`src/rtl/mmio_sys_ctrl.sv`:
```
// mmio_sys_ctrl: a system-control register window placed in front of data memory.
// It provides buffered byte-output channels, a sticky halt with exit code, and a
// 64-bit cycle counter. Every request outside the window goes to memory unchanged.

// Per-channel byte FIFO. If a pop happens in the same cycle as a push to a full
// FIFO, the pop frees the slot, so the push is accepted.
module mmio_sys_ctrl_fifo #(
    parameter int DEPTH = 8
) (
    input  logic       clk,
    input  logic       reset,
    input  logic       push,
    input  logic [7:0] din,
    input  logic       ready,
    output logic       valid,
    output logic [7:0] dout,
    output logic       full,
    output logic       empty,
    output logic       ovf
);
    localparam int AW = $clog2(DEPTH);

    logic [7:0]    mem [DEPTH];
    logic [AW-1:0] wptr, rptr;
    logic [AW:0]   cnt;
    logic          pop, acc;

    assign empty = (cnt == '0);
    assign full  = (cnt == (AW+1)'(DEPTH));
    assign valid = !empty;
    assign dout  = mem[rptr];
    assign pop   = valid && ready;
    assign acc   = push && (!full || pop);

    // Storage array. It has no reset because the pointers define which entries are live.
    always_ff @(posedge clk) begin
        if (acc) mem[wptr] <= din;
    end

    // Pointers, occupancy, and the sticky overflow flag.
    always_ff @(posedge clk) begin
        if (!reset) begin
            wptr <= '0;
            rptr <= '0;
            cnt  <= '0;
            ovf  <= 1'b0;
        end else begin
            if (acc) wptr <= wptr + 1'b1;
            if (pop) rptr <= rptr + 1'b1;
            if (acc && !pop)      cnt <= cnt + 1'b1;
            else if (pop && !acc) cnt <= cnt - 1'b1;
            if (push && !acc) ovf <= 1'b1;
        end
    end
endmodule

module mmio_sys_ctrl #(
    parameter logic [31:0] BASE_ADDR  = 32'h0002_FFE0,
    parameter int          NUM_CH     = 1,
    parameter int          FIFO_DEPTH = 8
) (
    input  logic                  clk,
    input  logic                  reset,
    input  logic                  core_req_valid,
    input  logic [31:0]           core_req_addr,
    input  logic [3:0]            core_req_do_read,
    input  logic [3:0]            core_req_do_write,
    input  logic [31:0]           core_req_data,
    output logic                  core_rsp_valid,
    output logic [31:0]           core_rsp_data,
    output logic                  mem_req_valid,
    output logic [31:0]           mem_req_addr,
    output logic [3:0]            mem_req_do_read,
    output logic [3:0]            mem_req_do_write,
    output logic [31:0]           mem_req_data,
    input  logic                  mem_rsp_valid,
    input  logic [31:0]           mem_rsp_data,
    output logic [NUM_CH-1:0]     tx_valid,
    output logic [8*NUM_CH-1:0]   tx_data,
    input  logic [NUM_CH-1:0]     tx_ready,
    output logic                  halt,
    output logic [7:0]            exit_code,
    output logic                  halt_done
);
    localparam logic [2:0] OFF_STATUS = 3'd0;
    localparam logic [2:0] OFF_CLO    = 3'd1;
    localparam logic [2:0] OFF_CHI    = 3'd2;
    localparam logic [2:0] OFF_HALT   = 3'd7;

    logic              hit, win_rd, win_wr;
    logic [2:0]        off;
    logic [NUM_CH-1:0] push, full, empty, ovf;
    logic [31:0]       status, rdata;
    logic [63:0]       cycle;
    logic [31:0]       shadow;
    logic              rsp_pend;
    logic [31:0]       rsp_data;

    assign hit    = (core_req_addr[31:5] == BASE_ADDR[31:5]);
    assign off    = core_req_addr[4:2];
    assign win_rd = core_req_valid && hit && (|core_req_do_read);
    assign win_wr = core_req_valid && hit && (|core_req_do_write);

    // Requests outside the window go straight to memory. Window requests are never forwarded.
    assign mem_req_valid    = core_req_valid && !hit;
    assign mem_req_addr     = core_req_addr;
    assign mem_req_do_read  = core_req_do_read;
    assign mem_req_do_write = core_req_do_write;
    assign mem_req_data     = core_req_data;

    // A registered window response takes priority over the memory response path.
    assign core_rsp_valid = rsp_pend ? 1'b1 : mem_rsp_valid;
    assign core_rsp_data  = rsp_pend ? rsp_data : mem_rsp_data;

    assign halt_done = halt && (&empty);

    // One FIFO per channel. Channel c is written at word offset 6-c, counting down from 0x18.
    for (genvar c = 0; c < NUM_CH; c++) begin : g_ch
        assign push[c] = win_wr && (off == 3'(6 - c));

        mmio_sys_ctrl_fifo #(.DEPTH(FIFO_DEPTH)) u_fifo (
            .clk   (clk),
            .reset (reset),
            .push  (push[c]),
            .din   (core_req_data[7:0]),
            .ready (tx_ready[c]),
            .valid (tx_valid[c]),
            .dout  (tx_data[8*c +: 8]),
            .full  (full[c]),
            .empty (empty[c]),
            .ovf   (ovf[c])
        );
    end

    // STATUS word, built from the flag values before this cycle's push and pop take effect.
    always_comb begin
        status = '0;
        for (int c = 0; c < NUM_CH; c++) begin
            status[c]      = full[c];
            status[8 + c]  = empty[c];
            status[16 + c] = ovf[c];
        end
    end

    // Read mux. Write-only and unused offsets read as zero.
    always_comb begin
        rdata = '0;
        case (off)
            OFF_STATUS: rdata = status;
            OFF_CLO:    rdata = cycle[31:0];
            OFF_CHI:    rdata = shadow;
            default:    rdata = '0;
        endcase
    end

    // Window read response arrives one cycle after the request, matching memory latency.
    always_ff @(posedge clk) begin
        if (!reset) begin
            rsp_pend <= 1'b0;
            rsp_data <= '0;
        end else begin
            rsp_pend <= win_rd;
            if (win_rd) rsp_data <= rdata;
        end
    end

    // Cycle counter freezes while halted. A CYCLE_LO read latches the upper half of the same sample.
    always_ff @(posedge clk) begin
        if (!reset) begin
            cycle  <= '0;
            shadow <= '0;
        end else begin
            if (!halt) cycle <= cycle + 64'd1;
            if (win_rd && off == OFF_CLO) shadow <= cycle[63:32];
        end
    end

    // Sticky halt. Only the first HALT write records the exit code.
    always_ff @(posedge clk) begin
        if (!reset) begin
            halt      <= 1'b0;
            exit_code <= '0;
        end else if (win_wr && off == OFF_HALT && !halt) begin
            halt      <= 1'b1;
            exit_code <= core_req_data[7:0];
        end
    end
endmodule

```
`config.mk`:
```
export PLATFORM = sky130hd
export DESIGN_NAME = mmio_sys_ctrl
export DESIGN_NICKNAME = d
export VERILOG_FILES = /design/src/rtl/mmio_sys_ctrl.sv
export SDC_FILE = /design/constraint.sdc
export NUM_CORES = 1
export LEC_CHECK = 0
export ABC_AREA = 1
export CAP_MARGIN = 20
export CORE_MARGIN = 1.5
export CORE_UTILIZATION = 47
export DETAILED_ROUTE_END_ITERATION = 7
export PLACE_DENSITY = 0.77
export REMOVE_ABC_BUFFERS = 1
export SYNTH_ARGS = -nofsm -noshare
export SYNTH_HDL_FRONTEND = slang
export SYNTH_HIERARCHICAL = 1
export SYNTH_SLANG_ARGS = --single-unit
```
`constraint.sdc`:
```
create_clock -name clk -period 2.6 [get_ports clk]
set_input_delay 0.52 -clock clk [delete_from_list [all_inputs] [get_ports clk]]
set_output_delay 0.52 -clock clk [all_outputs]
set_load 0.01 [all_outputs]
```
==> reports/metrics.cfg <==
[power]
seq_power_share_pct = 42.5
switching_share_pct = 27.3
power.net_switching_uw = 2330
power_frac_clock_pct = 37.0
p_leak_uw = 0.00611
peakVddDrop_mv = 0.550
p_per_area_nw_per_um2 = 604
combPwrFrac_pct = 20.5
internal-power_uw = 6210

[floorplanning]
die_h_um = 158
start_util_pct = 48.1
core_um2 = 23500
die_w_um = 158
io_pins = 234
placementRows = 56
die-area_um2 = 25000

[worst_setup_path]
r2r_end = g_ch[0].u_fifo/cnt[3]$_SDFFE_PN0P_
endpoint_kind = flop
worstRegToRegCells = 11
path_max_fanout = 4
crit_arrival_ns = 3.00
crit_type = in -> reg
crit_required_ns = 3.00
start_kind = primary input
regToRegSetupSlack_ns = 0.56
worstReg2RegStart = g_ch[0].u_fifo/cnt[1]$_SDFFE_PN0P_

[logic_synthesis]
ys_ff_latch = 216
yosysMostFrequentCell = nand2_1
async_flop_share_pct = 0
ys_warn_count = 6
synth_xor_area_share_pct = 1.55
syn-cell-area_um2 = 11300
ys_top_cells_by_area = dfxtp_1, edfxtp_1, nand2_1, nor2_1, buf_4
ys_seq_area_share_pct = 43.8
synth_top_area_share_pct = 26.9
ys_types = 41
synthAdderAreaFrac_pct = 0.839
synthCells = 1585
yosys_most_used_dff = dfxtp_1
synth-edff-count = 64
avgSynthCellArea_um2 = 7.15
synth-compound-area-share_pct = 5.85
synth.area.mux_share_pct = 0
synth_simple_gate_area_share_pct = 35.8
synth_top_family_by_area = simple AND/OR/NAND/NOR gates
synth_common_cells = nand2_1, nor2_1, dfxtp_1
post-synth-top-area-cell = dfxtp_1

[detailed_routing]
first_pass_iters = 7
drt-vias-per-instance = 4.99
wl_per_cell_um = 15.2
drc_errors = 0
top_layer_used = met5
drtIter0Drc = 651
wl_met2_mm = 15.0
vias = 10300
wl_met1_mm = 13.6
wl_met3_mm = 2.15
ant_nets = 0
drt-total-wl_mm = 31.4

[worst_hold_path]
worstHoldStart = reset
holdPathStages = 3
min_to = shadow[3]$_SDFFE_PN0P_
hp-class = in -> reg

[finish]
antennaDiodeCount = 0
synthToLayoutAreaGrowth_pct = 24.7
drive_gt1_share_pct = 9.82
nFillCells = 2075
final_nets = 1854
fin_area_um2 = 14100

[timing]
period_minus_slack_ns = 2.59
fin_worst_skew_ns = 0.0138
setup_slack_ns = 0.00887
fmax_ghz = 0.386
tns_ns = 0
slew_headroom_pct = 65.2
hold_slack_ns = 0.407
post-route-period-util_pct = 99.7
hold_viol = 0
drv_slew = 0
setup_viol = 0
worst-slew-pin-transition_ns = 0.522
rsz0062_at_grt = true

[global_route]
grt_max_degree = 49
antenna_found_initial = 0
grt.overflow.total = 0
grt.total_usage_pct = 25.0
grt_pass1_vias = 9675
grt_pass1_wl_mm = 49.2

[placement]
place.gp.congestion = 0.982
place.port_buffers = 181
dp_hpwl_mm = 23.6
place_area_um2 = 13300
pre_cts_ws_ns = -0.533

[clock_network]
postCtsHoldBufs = 0
clockBufferDepth = 3
clk_root_buffer_cell = clkbuf_16
cts_tree = done
cts_buffers = 23
clk_pin_slew_ns = 0.06
cts.sinks = 216
htree_levels = 1
insertion_delay_ns = 0.51

[status]
status = completed

[job]
cap_violations = 0

worst max-delay path: stages:
cell and delay [ns]:
clkdlybuf4s50_1 0.45, nor2_2 0.13, nand2_1 0.08, nor2_2 0.14, nand2_1 0.07, nor2_2 0.13
nand3_1 0.11, nor2_2 0.16, nand2_2 0.07, inv_2 0.08, ha_4 0.14, inv_2 0.05
ha_1 0.30, or2_2 0.33, nand3_1 0.09, nand3_1 0.07, nand2_1 0.06, inv_1 0.03
layer usage:
layer  vias up  GRT usage, %
li1       5228             -
met1      4771          31.8
met2       293          42.7
met3        50          5.85
met4         2          5.61
met5         -          3.52
how the worst max path moves through the flow:
stage                                          to              start  slack [ns]  cells past startpoint
5_1_grt        g_ch[0].u_fifo/cnt[3]$_SDFFE_PN0P_  core_req_addr[22]       -0.12                     18
2_1_floorplan  g_ch[0].u_fifo/cnt[3]$_SDFFE_PN0P_  core_req_addr[28]       -0.06                     17
4_1_cts                                tx_data[4]               flop       0.002                      8
6_report       g_ch[0].u_fifo/cnt[3]$_SDFFE_PN0P_  core_req_addr[22]       0.009                     18
3_5_place_dp   g_ch[0].u_fifo/cnt[3]$_SDFFE_PN0P_  core_req_addr[28]       -0.53                     18
3_3_place_gp   g_ch[0].u_fifo/cnt[3]$_SDFFE_PN0P_  core_req_addr[26]       -0.44                     18
sequential cells by signal, indices dropped and copies added (netlist names), 3 cells and up, named ones only:
register	flops
cycle	64
exit_code	8
g_ch.u_fifo/cnt	4
g_ch.u_fifo/mem	64
g_ch.u_fifo/rptr	3
g_ch.u_fifo/wptr	3
rsp_data	32
shadow	32
through the flow:
| step | std cells | power, uW | util, % |
|---|---|---|---|
| after floorplan | 1461 | 4550 | - |
| after global placement | 2031 | 5370 | 56.7 |
| after detailed placement | 2031 | 5420 | 56.7 |
| after CTS | 2070 | 8560 | 59.7 |
| after global routing | 2071 | 8920 | 60.0 |
| final | 2071 | 8540 | 60.0 |
layout make-up:
class	instances	area [um^2]	area share [%]
repair buffers	252	2470	17.5
multi-input cells	1098	5000	35.4
inverters	147	559	3.96
clock buffers	31	626	4.43
clock inverters	8	100	0.709
well taps	319	399	2.83
flip-flops and latches	216	4970	35.2
power groups by stage:
stage | registers [uW] | clock network (uW) | logic, uW
6_report | 3630 | 3160 | 1750
5_1_grt | 3640 | 3350 | 1930
4_1_cts | 3620 | 3200 | 1730
3_5_place_dp | 3690 | 0 | 1730
3_3_place_gp | 3690 | 0 | 1690
2_1_floorplan | 3720 | 0 | 831
cells in the final DEF, fill, tap and decap left out, drive strengths merged, types with 2 or more instances in the layout:
| cell type | n |
|---|---|
| clkbuf | 31 |
| nor4 | 3 |
| nor2 | 336 |
| bufinv | 2 |
| nand4 | 22 |
| o22ai | 17 |
| xor2 | 17 |
| nor3b | 3 |
| or2 | 3 |
| clkinv | 5 |
| o21ai | 63 |
| nor3 | 9 |
| edfxtp | 64 |
| dlymetal6s2s | 8 |
| a21oi | 35 |
| nand2 | 485 |
| o21a | 3 |
| inv | 148 |
| nand3b | 2 |
| o221ai | 3 |
| dlygate4sd2 | 3 |
| buf | 72 |
| dfxtp | 152 |
| ha | 6 |
| nand3 | 84 |
| xnor2 | 3 |
| clkdlybuf4s50 | 169 |
cells by family (layout without fill, tap and decap cells):
| logic type | after synthesis | after routing |
|---|---|---|
| AOI/OAI and AO/OA | 123 | 123 |
| xor gates and xnor gates | 20 | 20 |
| adders and majority gates | 7 | 7 |
| buffers and inverters | 271 | 438 |
| DFF | 216 | 216 |
| and+or+nand+nor | 948 | 948 |
timing repair:
action | in CTS | in global routing
pin swaps | 0 | 7
resized for setup | 6 | 19
setup buffers | 0 | 1
cloned | 0 | 0
setup endpoints to repair | 10 | 9
Note: power is estimated with default switching activity, not from simulation.
